### src/rtl/uart_seq_pkg.sv
// Shared definitions for the ISO7816 UART exchange sequencer: state encoding,
// error codes and bit positions inside the UART interface status byte.
package uart_seq_pkg;

    typedef enum logic [3:0] {
        IDLE        = 4'd0,
        FLUSH       = 4'd1,
        TX_LOAD     = 4'd2,
        TX_WRITE    = 4'd3,
        TX_WAIT_SET = 4'd4,
        TX_WAIT_CLR = 4'd5,
        TX_DRAIN    = 4'd6,
        RX_WAIT     = 4'd7,
        RX_HOLD     = 4'd8,
        RX_ACK      = 4'd9,
        DONE        = 4'd10
    } seqState_t;

    localparam logic [1:0] ERR_NONE    = 2'd0;
    localparam logic [1:0] ERR_TIMEOUT = 2'd1;
    localparam logic [1:0] ERR_FRAME   = 2'd2;
    localparam logic [1:0] ERR_OVERRUN = 2'd3;

    localparam int unsigned TXRUN      = 7;
    localparam int unsigned TXPENDING  = 6;
    localparam int unsigned RXRUN      = 5;
    localparam int unsigned RXSTARTBIT = 4;
    localparam int unsigned ISTX       = 3;
    localparam int unsigned OVERRUN    = 2;
    localparam int unsigned FRAMEERR   = 1;
    localparam int unsigned BUFFULL    = 0;

endpackage

### src/rtl/uart_wait_timer.sv
// Character-waiting-time watchdog: counts enabled, unfrozen cycles up to a
// nonzero limit and holds there; a limit of zero never expires.
module uart_wait_timer #(
    parameter int unsigned TIMEOUT_WIDTH = 24
) (
    input  logic                     clk,
    input  logic                     reset,
    input  logic                     clear,
    input  logic                     enable,
    input  logic                     freeze,
    input  logic [TIMEOUT_WIDTH-1:0] limit,
    output logic                     expired
);

    logic [TIMEOUT_WIDTH-1:0] count;

    assign expired = (limit != '0) && (count == limit);

    always_ff @(posedge clk) begin
        if (reset || clear) begin
            count <= '0;
        end else if (enable && !freeze && !expired) begin
            count <= count + TIMEOUT_WIDTH'(1);
        end
    end

endmodule

### src/rtl/uart_exchange_sequencer.sv
// Command-level sequencer for the half-duplex ISO7816 UART: streams a block of
// host bytes out, turns the line around, then collects the response bytes.
module uart_exchange_sequencer
    import uart_seq_pkg::*;
#(
    parameter int unsigned COUNT_WIDTH   = 9,
    parameter int unsigned TIMEOUT_WIDTH = 24
) (
    input  logic                     clk,
    input  logic                     reset,
    input  logic                     start,
    input  logic [COUNT_WIDTH-1:0]   txCount,
    input  logic [COUNT_WIDTH-1:0]   rxCount,
    input  logic [TIMEOUT_WIDTH-1:0] waitCycles,
    input  logic [7:0]               txByte,
    input  logic                     txValid,
    output logic                     txReady,
    output logic [7:0]               rxByte,
    output logic                     rxValid,
    input  logic                     rxReady,
    output logic                     busy,
    output logic                     done,
    output logic [1:0]               errorCode,
    output logic [7:0]               uartDataIn,
    output logic                     uartNWeDataIn,
    input  logic [7:0]               uartDataOut,
    output logic                     uartNCsDataOut,
    input  logic [7:0]               uartStatus
);

    seqState_t state, nextState;

    logic [COUNT_WIDTH-1:0]   txRemain, rxRemain;
    logic [TIMEOUT_WIDTH-1:0] waitLimit;
    logic                     csPulse, loadCmd, takeTx, txDec, rxDec, errSet;
    logic [1:0]               errNext;
    logic                     timerClear, timerEnable, timerFreeze, timerExpired;

    // Timer restarts on every state change and only runs while waiting on the line
    assign timerClear  = (nextState != state);
    assign timerEnable = (state == TX_WAIT_SET) || (state == RX_WAIT);
    assign timerFreeze = uartStatus[RXSTARTBIT] || uartStatus[RXRUN];

    uart_wait_timer #(
        .TIMEOUT_WIDTH(TIMEOUT_WIDTH)
    ) waitTimer (
        .clk    (clk),
        .reset  (reset),
        .clear  (timerClear),
        .enable (timerEnable),
        .freeze (timerFreeze),
        .limit  (waitLimit),
        .expired(timerExpired)
    );

    always_ff @(posedge clk) begin
        if (reset) state <= IDLE;
        else       state <= nextState;
    end

    always_comb begin
        nextState = state;
        csPulse   = 1'b0;
        loadCmd   = 1'b0;
        takeTx    = 1'b0;
        txDec     = 1'b0;
        rxDec     = 1'b0;
        errSet    = 1'b0;
        errNext   = ERR_NONE;
        case (state)
            IDLE: begin
                if (start) begin
                    loadCmd = 1'b1;
                    // A stale received byte must be discarded before the line is driven
                    if (uartStatus[BUFFULL] && !uartStatus[TXPENDING]) begin
                        csPulse   = 1'b1;
                        nextState = FLUSH;
                    end else if (txCount == '0) begin
                        nextState = TX_DRAIN;
                    end else begin
                        nextState = TX_LOAD;
                    end
                end
            end
            FLUSH: begin
                if (!uartStatus[BUFFULL]) nextState = (txRemain == '0) ? TX_DRAIN : TX_LOAD;
            end
            TX_LOAD: begin
                if (txValid) begin
                    takeTx    = 1'b1;
                    nextState = TX_WRITE;
                end
            end
            TX_WRITE: nextState = TX_WAIT_SET;
            TX_WAIT_SET: begin
                if (uartStatus[TXPENDING]) begin
                    nextState = TX_WAIT_CLR;
                end else if (timerExpired) begin
                    errSet    = 1'b1;
                    errNext   = ERR_TIMEOUT;
                    nextState = DONE;
                end
            end
            TX_WAIT_CLR: begin
                if (!uartStatus[TXPENDING]) begin
                    txDec     = 1'b1;
                    nextState = (txRemain > COUNT_WIDTH'(1)) ? TX_LOAD : TX_DRAIN;
                end
            end
            TX_DRAIN: begin
                if (!uartStatus[TXRUN] && !uartStatus[TXPENDING]) begin
                    nextState = (rxRemain != '0) ? RX_WAIT : DONE;
                end
            end
            RX_WAIT: begin
                if (uartStatus[BUFFULL] && !uartStatus[ISTX]) begin
                    if (uartStatus[OVERRUN] || uartStatus[FRAMEERR]) begin
                        errSet    = 1'b1;
                        errNext   = uartStatus[OVERRUN] ? ERR_OVERRUN : ERR_FRAME;
                        csPulse   = 1'b1;
                        nextState = DONE;
                    end else begin
                        nextState = RX_HOLD;
                    end
                end else if (timerExpired) begin
                    errSet    = 1'b1;
                    errNext   = ERR_TIMEOUT;
                    nextState = DONE;
                end
            end
            RX_HOLD: begin
                if (rxReady) begin
                    csPulse   = 1'b1;
                    nextState = RX_ACK;
                end
            end
            RX_ACK: begin
                if (!uartStatus[BUFFULL]) begin
                    rxDec     = 1'b1;
                    nextState = (rxRemain > COUNT_WIDTH'(1)) ? RX_WAIT : DONE;
                end
            end
            DONE:    nextState = IDLE;
            default: nextState = IDLE;
        endcase
    end

    // Outputs are registered from the next state so they track the state register exactly
    always_ff @(posedge clk) begin
        if (reset) begin
            txRemain       <= '0;
            rxRemain       <= '0;
            waitLimit      <= '0;
            errorCode      <= ERR_NONE;
            uartDataIn     <= 8'h00;
            uartNWeDataIn  <= 1'b1;
            uartNCsDataOut <= 1'b1;
            rxByte         <= 8'h00;
            txReady        <= 1'b0;
            rxValid        <= 1'b0;
            busy           <= 1'b0;
            done           <= 1'b0;
        end else begin
            txReady        <= (nextState == TX_LOAD);
            rxValid        <= (nextState == RX_HOLD);
            busy           <= (nextState != IDLE) && (nextState != DONE);
            done           <= (nextState == DONE);
            uartNWeDataIn  <= (nextState != TX_WRITE);
            uartNCsDataOut <= !csPulse;
            if (takeTx) uartDataIn <= txByte;
            if ((nextState == RX_HOLD) && (state != RX_HOLD)) rxByte <= uartDataOut;
            if (loadCmd) begin
                txRemain  <= txCount;
                rxRemain  <= rxCount;
                waitLimit <= waitCycles;
                errorCode <= ERR_NONE;
            end else begin
                if (txDec && (txRemain != '0)) txRemain <= txRemain - COUNT_WIDTH'(1);
                if (rxDec && (rxRemain != '0)) rxRemain <= rxRemain - COUNT_WIDTH'(1);
                if (errSet) errorCode <= errNext;
            end
        end
    end

endmodule

### config.mk
export PLATFORM = sky130hd
export DESIGN_NAME = uart_exchange_sequencer
export DESIGN_NICKNAME = d
export VERILOG_FILES = /design/src/rtl/uart_seq_pkg.sv /design/src/rtl/uart_wait_timer.sv /design/src/rtl/uart_exchange_sequencer.sv
export SDC_FILE = /design/constraint.sdc
export NUM_CORES = 1
export LEC_CHECK = 0
export BUFFER_PORTS_ARGS = -buffer_cell sky130_fd_sc_hd__buf_2
export CAP_MARGIN = 0
export CORE_ASPECT_RATIO = 0.8
export CORE_MARGIN = 2
export CORE_UTILIZATION = 50
export CTS_CLUSTER_SIZE = 28
export DETAILED_ROUTE_END_ITERATION = 8
export PLACE_DENSITY = 0.71
export SYNTH_ARGS = -nofsm -noshare
export SYNTH_HDL_FRONTEND = slang
export SYNTH_SLANG_ARGS = --single-unit
### constraint.sdc
create_clock -name clk -period 4.4 [get_ports clk]
set_input_delay 0.44 -clock clk [delete_from_list [all_inputs] [get_ports clk]]
set_output_delay 0.44 -clock clk [all_outputs]
set_load 0.02 [all_outputs]
# Yosys cells after proc, flatten, opt, wreduce, memory -nomap -nowiden
# Index checks and enable logic that the tools add are counted.
dict set report totals {
  ff_bits 94
  inputBits 71
  out_inout_bits 24
}
dict set report op_classes {
  n_lt_le_gt_ge 2
  eq_ne 17
  n_addsub 3
  muxes 46
  n_reduce_logical 30
}
# operator n
set op_table {}
lappend op_table {{$mux W4} 12}
lappend op_table {{$pmux W4 S10} 1}
lappend op_table {{$mux W9} 4}
lappend op_table {{$add A24 B1 Y24 const B} 1}
lappend op_table {{$eq A24 B24 Y1} 1}
lappend op_table {{$reduce_bool A24 Y1} 1}
lappend op_table {{$mux W1} 19}
lappend op_table {{$gt A9 B1 Y1 const B} 2}
lappend op_table {{$logic_not A9 Y1} 2}
lappend op_table {{$reduce_bool A9 Y1} 2}
lappend op_table {{$sub A9 B1 Y9 const B} 2}
lappend op_table {{$eq A4 B3 Y1 const B} 4}
lappend op_table {{$eq A4 B4 Y1 const B} 4}
lappend op_table {{$eq A4 B2 Y1 const B} 3}
lappend op_table {{$mux W3} 4}
lappend op_table {{$logic_and A1 B1 Y1} 10}
lappend op_table {{$ne A4 B4 Y1 const B} 2}
lappend op_table {{$logic_not A1 Y1} 6}
lappend op_table {{$mux W2} 3}
lappend op_table {{$eq A4 B1 Y1 const B} 1}
lappend op_table {{$logic_not A4 Y1} 1}
lappend op_table {{$logic_or A1 B1 Y1} 4}
lappend op_table {{$ne A4 B2 Y1 const B} 1}
lappend op_table {{$ne A4 B4 Y1} 1}
lappend op_table {{other kinds (6)} 7}

# Logic depth before layout (Yosys ltp)
# Gate-level depths: netlist of the first run.
dict set report depth {
  ltp_word 7
  ltp_mapped 10
}

# Hierarchy
# Synthesis of the first run repeated with hierarchy kept, for this count alone.
dict set report unflattened {
  cells_unflattened 598
  area_unflattened_um2 4981.0
}
# module cells_each area_per_inst_um2 n_inst
set by_module_without_submodules {}
lappend by_module_without_submodules {uart_exchange_sequencer 401 3355.7 1}
lappend by_module_without_submodules {uart_wait_timer 197 1625.3 1}

# Worst setup path before layout of the first run
# No wires, ideal clock.
dict set report synth_timing {
  kind {register to register}
  start {register rxRemain[0]}
  end {register waitTimer.count[15]}
  required_time_ns 4.321
  path_stages_with_launch 11
  n_path_buf 1
  t_arrival_ns 2.196
  synth_period_minus_slack_ns 2.275
  path_slack_ns 2.125
  path_cell_list {dfxtp_1 > inv_1 > ha_1 > nor4b_1 > nand3_1 > or3_1 > nand3_1 > nand2_1 > a221o_1 > buf_6 > a211oi_2}
}
dict set report synth_between {
  elab_chain_cells 6
}
# element line_no
set synth_rtl {}
lappend synth_rtl {{start, declared} uart_exchange_sequencer.sv:33} ;# logic [COUNT_WIDTH-1:0] txRemain, rxRemain;
lappend synth_rtl {{start signal, assigned} uart_exchange_sequencer.sv:174} ;# rxRemain <= rxCount;
lappend synth_rtl {{start signal, assigned} uart_exchange_sequencer.sv:179} ;# if (rxDec && (rxRemain != '0)) rxRemain <= rxRemain - COUNT_WIDTH'(1);
lappend synth_rtl {{$gt A9 B1 Y1 or $reduce_bool A9 Y1 (tied branches)} {uart_exchange_sequencer.sv:140, uart_exchange_sequencer.sv:112}}
lappend synth_rtl {{$mux W4, on equally long branches} {uart_exchange_sequencer.sv:140, uart_exchange_sequencer.sv:112}}
lappend synth_rtl {{$mux W4, on equally long branches} {uart_exchange_sequencer.sv:138, uart_exchange_sequencer.sv:111}}
lappend synth_rtl {{$pmux W4 S10 (*)} uart_exchange_sequencer.sv:70} ;# case (state)
lappend synth_rtl {{$ne A4 B4 Y1 (*)} uart_exchange_sequencer.sv:40} ;# assign timerClear = (nextState != state);
lappend synth_rtl {{$logic_or A1 B1 Y1 (*)} uart_wait_timer.sv:20} ;# if (reset || clear) begin
lappend synth_rtl {{end signal, assigned} uart_wait_timer.sv:23} ;# count <= count + TIMEOUT_WIDTH'(1);
lappend synth_rtl {{end, declared} uart_wait_timer.sv:15} ;# logic [TIMEOUT_WIDTH-1:0] count;
# Every way passes the cells marked *; elsewhere a longest branch is shown, timed or not.
# A chain may end at the register's enable or synchronous reset.

# Worst setup path in the final report of the first run
dict set report layout_timing {
  start {register state[3]}
  end {register waitTimer.count[23]}
}
dict set report layout_between {
  elab_chain_cells 5
}
# element line_no
set layout_rtl {}
lappend layout_rtl {{start, declared} uart_exchange_sequencer.sv:31} ;# seqState_t state, nextState;
lappend layout_rtl {{start signal, assigned} uart_exchange_sequencer.sv:58} ;# else state <= nextState;
lappend layout_rtl {{$mux W4} {uart_exchange_sequencer.sv:98, uart_exchange_sequencer.sv:125}}
lappend layout_rtl {{$mux W4, on equally long branches} {uart_exchange_sequencer.sv:116, uart_exchange_sequencer.sv:96}}
lappend layout_rtl {{$pmux W4 S10} uart_exchange_sequencer.sv:70}
lappend layout_rtl {{$ne A4 B4 Y1} uart_exchange_sequencer.sv:40}
lappend layout_rtl {{$logic_or A1 B1 Y1} uart_wait_timer.sv:20}
# Parallel ways exist; a longest one is shown, timed or not.

==> impl_metrics.json, run 1 <==
{
  "postLayoutCoreUtil_pct": 60.7,
  "core_area_um2": 9730,
  "yosys_register_bits": 94,
  "site_rows": 32,
  "run_status": "completed",
  "post_cts.resized_instances": 0,
  "cts-htree-levels": 3,
  "grt_first_pass_wirelength_mm": 21.2,
  "dp_hpwl_mm": 9.25,
  "total_power_mw": 2.63,
  "yosys-top-cells-area": "dfxtp_1, nand2_1, xor2_1",
  "num_antenna_cells": 0,
  "timing.critical_path.to_type": "flip-flop",
  "p_per_area_nw_per_um2": 446,
  "crit_slowest_cell": "or3b_4",
  "clock_tree_from_tritoncts": "done",
  "max_cap_violations": 0,
  "crit_path_cell_trace": "nand2b_1, nor3_1, nand3_1, or3b_4, or4_4, a211oi_2",
  "worst_path_dominant_cell_family": "simple AND/OR/NAND/NOR gates",
  "critical_path.max_fanout": 16,
  "number_of_violations_reported_at_the_end_of_detailed_routing_iteration_0": 403,
  "cts_hold_buf": 0,
  "max_clock_freq_mhz": 351,
  "cts_root_buf": "clkbuf_16",
  "die-width_um": 116,
  "synth_cell_type_count": 68,
  "rsz0062_at_grt": "false",
  "final_net_count": 751,
  "gr-usage-all-layers_pct": 24.6,
  "critical-path-max-stage-delay_ns": 0.57,
  "timing.final.crit_share_pct": 64.7,
  "final_max_slew_viol_count": 0,
  "crit_required_ns": 4.67,
  "postSynthAreaPerCell_um2": 8.49,
  "synth.yosys.warnings": 0,
  "routed-via-count": 4637,
  "design.die.area_um2": 10900,
  "storage_element_area_um2": 1880,
  "post_route_cells_drive_above_1_share_pct": 22.6,
  "clock-skew-final_ns": 0.00656,
  "grt_max_degree": 77,
  "power.leakage_nw": 2.29,
  "timing_worst_slew_pin_value_ns": 0.997,
  "synthCells": 595,
  "area_growth_syn_to_layout_pct": 16.9,
  "io_buffer_count": 94,
  "clk_pin_slew_worst_paths_ns": 0.07,
  "cts_sinks": 94,
  "worst_slew_margin_rel_pct": 33.5,
  "grt_antenna_before_repair": 0,
  "initial_utilization_pct": 51.9,
  "finalHoldViolCount": 0,
  "proportion_of_synthesized_flip_flops_having_asynchronous_set_or_reset_pct": 0,
  "multiInputGateArea_um2": 2990,
  "top_level_ports": 95,
  "mappedNetlistArea_um2": 5050,
  "cts_inserted_buffers": 9,
  "detail_route.vias_per_cell": 5.70,
  "cp.buffers_inverters": 0,
  "hold_class": "input port to flip-flop",
  "setup_total_negative_slack_ns": 0,
  "finalSetupViolations": 0,
  "netlist.top_cell.by_area": "dfxtp_1",
  "wl_per_cell_um": 15.8,
  "post-route-drc-count": 0,
  "critPathArrivalTime_ns": 3.12,
  "worstSkewPairLatency_ns": 0.35,
  "finalCriticalPeriod_ns": 2.85,
  "synth_enable_flop_cells": 0,
  "postSynthNetCount": 673,
  "setup.reg_to_reg.worst_slack_ns": 1.55,
  "place_congestion": 0.885,
  "route.final.wire_length_mm": 12.9,
  "worst_setup_path_start_kind": "flip-flop",
  "ys_seq_area_share_pct": 37.3,
  "timing_worst_setup_path_type": "flip-flop to flip-flop",
  "cts_buffer_depth": 2,
  "post-cts-setup-buffers": 0,
  "drt-pass1-iter-count": 5,
  "globalRoute.totalOverflow": 0,
  "grt_pass1_vias": 4444,
  "die_y_um": 93.9,
  "ir_worst_vdd_mv": 0.338,
  "drtAntennaViolNets": 0,
  "top_area_cell_type_share_of_the_netlist_area_pct": 37.3,
  "synth_top_flop_cell": "dfxtp_1",
  "nFillCells": 887
}
-- through the flow --
stage | instances | cell area (µm²) | hold slack (ns) | setup WS (ns)
2_1_floorplan | 595 | 5050 | 0.443 | 2.12
5_1_grt | 814 | 5900 | 0.332 | 1.37
4_1_cts | 814 | 5900 | 0.319 | 1.61
3_5_place_dp | 798 | 5570 | 0.460 | 1.63
3_3_place_gp | 798 | 5570 | 0.456 | 1.70
6_report | 814 | 5900 | 0.323 | 1.55
-- routing by layer --
metal	up-vias	wire length (µm)	global-route usage [%]
li1	2271	-	-
met1	2165	6170	34.0
met2	186	5610	37.7
met3	15	905	6.00
met4	0	204	7.74
met5	-	0	0
-- sequential cells by signal, indices dropped and copies added, names as in the netlist, 2 cells and up --
register         flops
waitLimit           24
waitTimer.count     24
rxRemain             9
txRemain             9
rxByte               8
uartDataIn           8
state                4
errorCode            2
-- worst paths after layout --
path                                             to  depth (start not counted)            from
worst max-delay path            waitTimer.count[23]                          6        state[3]
worst min-delay path                  waitLimit[12]                          3  waitCycles[12]
worst min register to register            rxByte[7]                          2       rxByte[7]
worst max register to register  waitTimer.count[23]                          6        state[3]
-- cells in the final DEF, fill, tap and decap left out, types with 3 or more instances in the layout --
| master | Yosys | routed |
|---|---|---|
| clkbuf_16 | 0 | 9 |
| or4_1 | 3 | 3 |
| nor2b_1 | 6 | 6 |
| a221oi_1 | 3 | 3 |
| inv_1 | 7 | 7 |
| nor2_1 | 50 | 49 |
| a211oi_2 | 9 | 9 |
| dfxtp_1 | 94 | 94 |
| a21o_1 | 3 | 3 |
| mux2i_1 | 18 | 18 |
| nand2b_1 | 23 | 23 |
| and2_1 | 4 | 4 |
| or3_1 | 14 | 14 |
| nand4_1 | 6 | 6 |
| nand3b_1 | 5 | 5 |
| xor2_1 | 31 | 31 |
| nand2_1 | 82 | 82 |
| buf_2 | 3 | 94 |
| nor4_1 | 19 | 19 |
| buf_4 | 3 | 5 |
| nor3_2 | 13 | 13 |
| a21oi_1 | 41 | 41 |
| nand3_1 | 20 | 20 |
| xnor2_1 | 12 | 12 |
| and3_1 | 3 | 3 |
| ha_1 | 7 | 7 |
| nor3_1 | 16 | 16 |
| inv_6 | 0 | 3 |
| o21ai_0 | 15 | 15 |
| a211oi_1 | 13 | 13 |
-- report_power, final --
part / switching, mW / leakage (nW) / internal [mW]
sequential: 0.0970 / 0.765 / 0.933
combinational: 0.476 / 1.36 / 0.261
clock: 0.358 / 0.161 / 0.506
-- kinds of logic (layout without fill, tap and decap cells) --
group	count (synthesis)	after routing	synth area share [%]
AOI/OAI and AO/OA	109	109	15.4
xor gates and xnor gates	44	44	7.78
adders and majority gates	7	7	1.73
buffers and inverters	39	122	3.64
DFF	94	94	37.3
muxes	18	18	3.57
and+or+nand+nor	284	284	30.6
-- worst reg2reg max path, cell delays in order (launching register included) --
cell	delay [ns]
dfxtp_1	0.48
nand2b_1	0.40
nor3_1	0.22
nand3_1	0.34
or3b_4	0.58
or4_4	0.54
a211oi_2	0.21
-- Yosys cell counts (14+ instances only) --
cell type / number
nor4_1: 19
a21oi_1: 41
nand2_1: 82
o21ai_0: 15
nand3_1: 20
xor2_1: 31
or3_1: 14
nor2_1: 50
mux2i_1: 18
nand2b_1: 23
dfxtp_1: 94
nor3_1: 16
clkbuf_1: 21
-- area by class of cell --
cell class              instances  area share [%]
clock buffers                   9            3.82
clock inverters                 7            1.76
inverters                       7           0.445
multi-input cells             462            50.6
flip-flops and latches         94            31.9
well taps                     136            2.88
repair buffers                 99            8.61
(Power assumes the default switching activity.)
==> inputs of run 2 (changes only) <==
==> constraint.sdc (replaced) <==
create_clock -name clk -period 3 [get_ports clk]
set_input_delay 0.3 -clock clk [delete_from_list [all_inputs] [get_ports clk]]
set_output_delay 0.3 -clock clk [all_outputs]
set_load 0.02 [all_outputs]
==> impl_metrics.json, run 2 (same netlist as run 1, synthesis figures left out) <==
{
  "grt_max_degree": 39,
  "grt_antenna_before_repair": 0,
  "cts_buffer_depth": 2,
  "worst_setup_path_start_kind": "flip-flop",
  "clock-skew-final_ns": 0.00504,
  "logic_gate_share_of_total_power_pct": 29.8,
  "crit_required_ns": 3.27,
  "storage_element_area_um2": 1880,
  "max_clock_freq_mhz": 369,
  "cp.buffers_inverters": 1,
  "initial_utilization_pct": 51.9,
  "cts_inserted_buffers": 9,
  "cts-htree-levels": 3,
  "die_y_um": 93.9,
  "final_max_slew_viol_count": 0,
  "cts_hold_buf": 0,
  "setup_total_negative_slack_ns": 0,
  "timing_worst_slew_pin_value_ns": 0.688,
  "rr_endpoint": "rxByte[0]",
  "site_rows": 32,
  "most-common-layout-cells": "dfxtp_1, buf_2, nand2_1",
  "reg2reg_launch_point": "rxRemain[0]",
  "worstHoldEndpoint": "waitLimit[13]",
  "hp-start": "waitCycles[13]",
  "swShare_pct": 35.0,
  "number_of_cell_instances_on_the_worst_register_to_register_path": 9,
  "setup.reg_to_reg.worst_slack_ns": 0.29,
  "power.leakage_nw": 2.30,
  "cts_sinks": 94,
  "setup.worst_path.start": "rxRemain[0]",
  "worst_slew_margin_rel_pct": 53.7,
  "rsz0062_at_grt": "false",
  "hold_class": "input port to flip-flop",
  "top_level_ports": 95,
  "area_growth_syn_to_layout_pct": 16.9,
  "post_route_cells_drive_above_1_share_pct": 22.9,
  "top_regs": "waitLimit: 24 flops, waitTimer.count: 24 flops",
  "drt-pass1-iter-count": 6,
  "run_status": "completed",
  "power.share.sequential_pct": 40.4,
  "critPathArrivalTime_ns": 2.98,
  "critical-path-max-stage-delay_ns": 0.50,
  "timing.final.crit_share_pct": 90.3,
  "globalRoute.totalOverflow": 0,
  "timing_worst_setup_path_type": "flip-flop to flip-flop",
  "num_antenna_cells": 0,
  "post_cts.resized_instances": 0,
  "route.final.wire_length_mm": 12.9,
  "crit_path_cell_trace": "inv_1, ha_1, nor4b_1, nand3_1, nand2_1, a2bb2oi_1, o211a_4, and4_1, mux2i_1",
  "io_buffer_count": 94,
  "post-cts-setup-buffers": 0,
  "grt_first_pass_wirelength_mm": 21.1,
  "internal-power_mw": 2.42,
  "detail_route.vias_per_cell": 5.69,
  "clock_tree_from_tritoncts": "done",
  "ir_worst_vdd_mv": 0.349,
  "grt_pass1_vias": 4420,
  "nFillCells": 870,
  "number_of_violations_reported_at_the_end_of_detailed_routing_iteration_0": 367,
  "dp_hpwl_mm": 9.39,
  "drtAntennaViolNets": 0,
  "power.net_switching_mw": 1.30,
  "wl_per_cell_um": 15.8,
  "clk_pin_slew_worst_paths_ns": 0.06,
  "p_per_area_nw_per_um2": 631,
  "place_congestion": 0.916,
  "cts_root_buf": "clkbuf_16",
  "die-width_um": 116,
  "clock_power_share_pct": 29.8,
  "core_area_um2": 9730,
  "max_cap_violations": 0,
  "finalHoldViolCount": 0,
  "worstHoldPathCells": 3,
  "timing.critical_path.to_type": "flip-flop",
  "routed-via-count": 4655,
  "post-route-drc-count": 0,
  "crit_slowest_cell": "and4_1",
  "postLayoutCoreUtil_pct": 60.7,
  "design.die.area_um2": 10900,
  "finalSetupViolations": 0,
  "final_net_count": 758,
  "critical_path.max_fanout": 8,
  "worst_path_dominant_cell_family": "simple AND/OR/NAND/NOR gates",
  "gr-usage-all-layers_pct": 24.5,
  "multiInputGateArea_um2": 2990,
  "finalCriticalPeriod_ns": 2.71,
  "worstSkewPairLatency_ns": 0.34
}
[run 2: worst min-delay path: stages]
cell and delay, ns:
buf_2 0.09, nand2_1 0.04, a21oi_1 0.05
[run 2: power by group through the flow]
stage	logic [mW]	registers, mW	clock network [mW]
2_1_floorplan	0.827	1.50	0
3_3_place_gp	1.07	1.52	0
3_5_place_dp	1.10	1.52	0
4_1_cts	1.10	1.50	1.13
5_1_grt	1.22	1.52	1.18
6_report	1.11	1.50	1.11
[run 2: cell type report]
| class | count | area share (%) |
|---|---|---|
| sequential | 94 | 31.9 |
| inverter | 7 | 0.445 |
| tap | 136 | 2.88 |
| clock buffer | 11 | 4.11 |
| multi-input combinational | 462 | 50.6 |
| timing repair buffer | 106 | 9.49 |
| clock inverter | 2 | 0.593 |
[run 2: metal layers]
layer	routed length [µm]	share of wire (%)	track usage, %	vias to the layer above
met4	137	1.1	7.54	0
met2	5720	44	37.7	180
met1	6130	47	34.1	2185
met5	0	0	0	-
li1	-	-	-	2279
met3	923	7.1	5.48	11
[run 2: stage by stage]
step	setup WS (ns)	std cells	hold WS, ns	power (mW)	instance area [µm²]
floorplan	0.725	595	0.392	2.33	5050
CTS	0.313	818	0.181	3.74	5900
global route	0.102	818	0.187	3.92	5900
global placement	0.383	805	0.456	2.59	5630
detailed placement	0.323	805	0.459	2.62	5630
finish	0.290	818	0.189	3.72	5900
[run 2: how the worst max path moves through the flow]
stage,depth (start not counted),end
final,9,rxByte[0]
after global placement,7,rxByte[0]
after CTS,7,rxByte[0]
after detailed placement,7,rxByte[6]
after floorplan,10,waitTimer.count[15]
after global routing,9,rxByte[7]
==> inputs of run 3 (changes only) <==
--- a/config.mk
+++ b/config.mk
@@ -12,7 +12,9 @@
 export CORE_UTILIZATION = 50
 export CTS_CLUSTER_SIZE = 28
 export DETAILED_ROUTE_END_ITERATION = 8
+export MAX_ROUTING_LAYER = met4
 export PLACE_DENSITY = 0.71
 export SYNTH_ARGS = -nofsm -noshare
 export SYNTH_HDL_FRONTEND = slang
+export SYNTH_HIERARCHICAL = 1
 export SYNTH_SLANG_ARGS = --single-unit
==> impl_metrics.json, run 3 <==
{
  "die-width_um": 116,
  "power.share.sequential_pct": 40.0,
  "routed-via-count": 5321,
  "reg2reg_launch_point": "waitTimer/count[14]",
  "post_route_cells_drive_above_1_share_pct": 32.5,
  "layout.cells.most_common": "buf_2",
  "grt_max_degree": 51,
  "critPathArrivalTime_ns": 3.42,
  "internal-power_mw": 2.36,
  "power.leakage_nw": 2.71,
  "cts_inserted_buffers": 9,
  "violated_checks": "negative setup slack",
  "worstSkewPairLatency_ns": 0.34,
  "cts_hold_buf": 0,
  "postSynthNetCount": 676,
  "yosys-top-cells-area": "dfxtp_1, nand2_1, xor2_1",
  "io_buffer_count": 94,
  "grt_antenna_before_repair": 0,
  "mappedNetlistArea_um2": 4980,
  "setup.worst_path.start": "waitTimer/count[14]",
  "cts_root_buf": "clkbuf_16",
  "grt_first_pass_wirelength_mm": 23.2,
  "setup_total_negative_slack_ns": -0.732,
  "globalRoute.totalOverflow": 0,
  "worst_slew_margin_rel_pct": 61.4,
  "clock_tree_from_tritoncts": "done",
  "area_growth_syn_to_layout_pct": 34.9,
  "grt_pass1_vias": 4720,
  "num_antenna_cells": 0,
  "netlist.top_cell.by_area": "dfxtp_1",
  "site_rows": 32,
  "critical_path.max_fanout": 6,
  "swShare_pct": 33.7,
  "most-common-layout-cells": "buf_2, dfxtp_1, nand2_1",
  "p_per_area_nw_per_um2": 529,
  "crit_required_ns": 3.29,
  "cts-htree-levels": 3,
  "synth_top_flop_cell": "dfxtp_1",
  "synth_cell_type_count": 68,
  "drt-pass1-iter-count": 5,
  "max_clock_freq_mhz": 319,
  "wl_per_cell_um": 17.3,
  "total_power_mw": 3.56,
  "cts_buffer_depth": 2,
  "yosys_register_bits": 94,
  "clock-skew-final_ns": 0.00743,
  "core_area_um2": 9650,
  "post-route-drc-count": 0,
  "proportion_of_synthesized_flip_flops_having_asynchronous_set_or_reset_pct": 0,
  "route.final.wire_length_mm": 15.4,
  "cts_sinks": 94,
  "power.net_switching_mw": 1.20,
  "yosys.cell_count.top_type": "dfxtp_1",
  "ys_seq_area_share_pct": 37.8,
  "synthCells": 598,
  "timing_worst_setup_path_type": "flip-flop to flip-flop",
  "synth_enable_flop_cells": 0,
  "top_area_cell_type_share_of_the_netlist_area_pct": 37.8,
  "hp-start": "txByte[4]",
  "timing_worst_slew_pin_value_ns": 0.577,
  "synth_commonest_cells": "dfxtp_1, nand2_1, nor2_1",
  "timing.critical_path.to_type": "flip-flop",
  "top_level_ports": 95,
  "initial_utilization_pct": 51.6,
  "design.die.area_um2": 10800,
  "worst_setup_path_start_kind": "flip-flop",
  "finalCriticalPeriod_ns": 3.13,
  "detail_route.vias_per_cell": 5.97,
  "gr-usage-all-layers_pct": 28.4,
  "dp_hpwl_mm": 10.6,
  "max_cap_violations": 0,
  "nFillCells": 753,
  "place_congestion": 0.995,
  "run_status": "finished with violations",
  "number_of_violations_reported_at_the_end_of_detailed_routing_iteration_0": 508,
  "finalSetupViolations": 11,
  "top_regs": "waitLimit: 24 flops, waitTimer/count: 24 flops",
  "rsz0062_at_grt": "true",
  "synth.yosys.warnings": 6,
  "final_net_count": 829,
  "postSynthAreaPerCell_um2": 8.33,
  "hold_class": "input port to flip-flop",
  "final.setup.worst_slack_ns": -0.132,
  "clock_power_share_pct": 30.0,
  "drtAntennaViolNets": 0,
  "final_max_slew_viol_count": 0,
  "die_y_um": 93.3,
  "logic_gate_share_of_total_power_pct": 30.0,
  "ir_worst_vdd_mv": 0.312,
  "timing.final.crit_share_pct": 104,
  "clk_pin_slew_worst_paths_ns": 0.07,
  "finalHoldViolCount": 0
}
[run 3: cell types whose count changed in the layout (fill, tap and decap cells not counted), moves of 8 or more]
cell and change:
a211oi_2 -9, nor3_2 -13, buf_4 +56, a21oi_2 +8
o21ai_0 -11
[run 3: path summary, 6_finish.rpt]
| kind | to | depth (start not counted) | slack (ns) |
|---|---|---|---|
| worst max-delay path | waitTimer/count[10] | 12 | -0.13 |
| worst min-delay path | uartDataIn[4] | 3 | 0.19 |
| worst max register to register | waitTimer/count[10] | 12 | -0.13 |
| worst min register to register | rxByte[0] | 2 | 0.47 |
[run 3: cell type report]
type	instances	area [µm²]	area share [%]
inverters	5	18.8	0.279
flip-flops and latches	94	1890	28.1
multi-input cells	470	3260	48.5
clock buffers	10	229	3.41
well taps	136	170	2.53
repair buffers	171	1100	16.4
clock inverters	6	47.5	0.708
[run 3: what timing repair did]
action                                  in CTS  in global routing
pin swaps                                    3                 14
resized for setup                           19                 33
endpoints found under the setup margin      32                 32
buffers inserted                            11                  7
gates cloned                                 2                  0
[run 3: power by group through the flow]
stage          Clock [mW]  Sequential, mW  Combinational, mW
2_1_floorplan           0            1.44              0.581
3_3_place_gp            0            1.44              0.853
3_5_place_dp            0            1.44              0.872
4_1_cts              1.09            1.42              0.972
5_1_grt              1.14            1.43               1.14
6_report             1.06            1.42               1.07
[run 3: per-layer routing]
layer	share of wire, %	track usage (%)	vias up	wire (µm)
met1	46	38.4	2488	7090
met5	0	-	-	0
met4	2.7	10.8	0	410
met3	8.1	6.16	48	1250
li1	-	-	2517	-
met2	43	41.7	268	6660
[run 3: worst max-delay path, stage by stage (launching register included)]
cell      delay, ns
dfxtp_2        0.34
xor2_1         0.19
nor4_2         0.33
nand4_1        0.20
nor3_4         0.21
buf_6          0.13
a31oi_4        0.09
o311ai_4       0.42
and2_4         0.24
o221ai_4       0.15
or2_4          0.29
or4_1          0.42
nand2_1        0.07
[run 3: metrics by stage]
stage | cell area, µm² | utilization, % | hold WS, ns | worst slack (ns) | std cells
floorplan | 5070 | - | 0.392 | 0.00128 | 598
finish | 6720 | 69.6 | 0.186 | -0.132 | 892
CTS | 6490 | 67.3 | 0.175 | -0.0349 | 885
detailed placement | 6020 | 62.4 | 0.458 | -0.189 | 856
global placement | 6020 | 62.4 | 0.456 | -0.108 | 856
global route | 6720 | 69.6 | 0.185 | -0.247 | 892
[run 3: kinds of logic (layout without fill, tap and decap cells)]
logic type | after synthesis | after routing | synth area share, %
buffers and inverters | 35 | 192 | 3.24
AO/OA/AOI/OAI | 125 | 126 | 17.3
AND/OR/NAND/NOR | 284 | 284 | 30.0
multiplexers | 20 | 20 | 4.04
adder cells (fa/ha/maj) | 7 | 7 | 1.76
XOR/XNOR | 33 | 33 | 5.80
flip-flops | 94 | 94 | 37.8
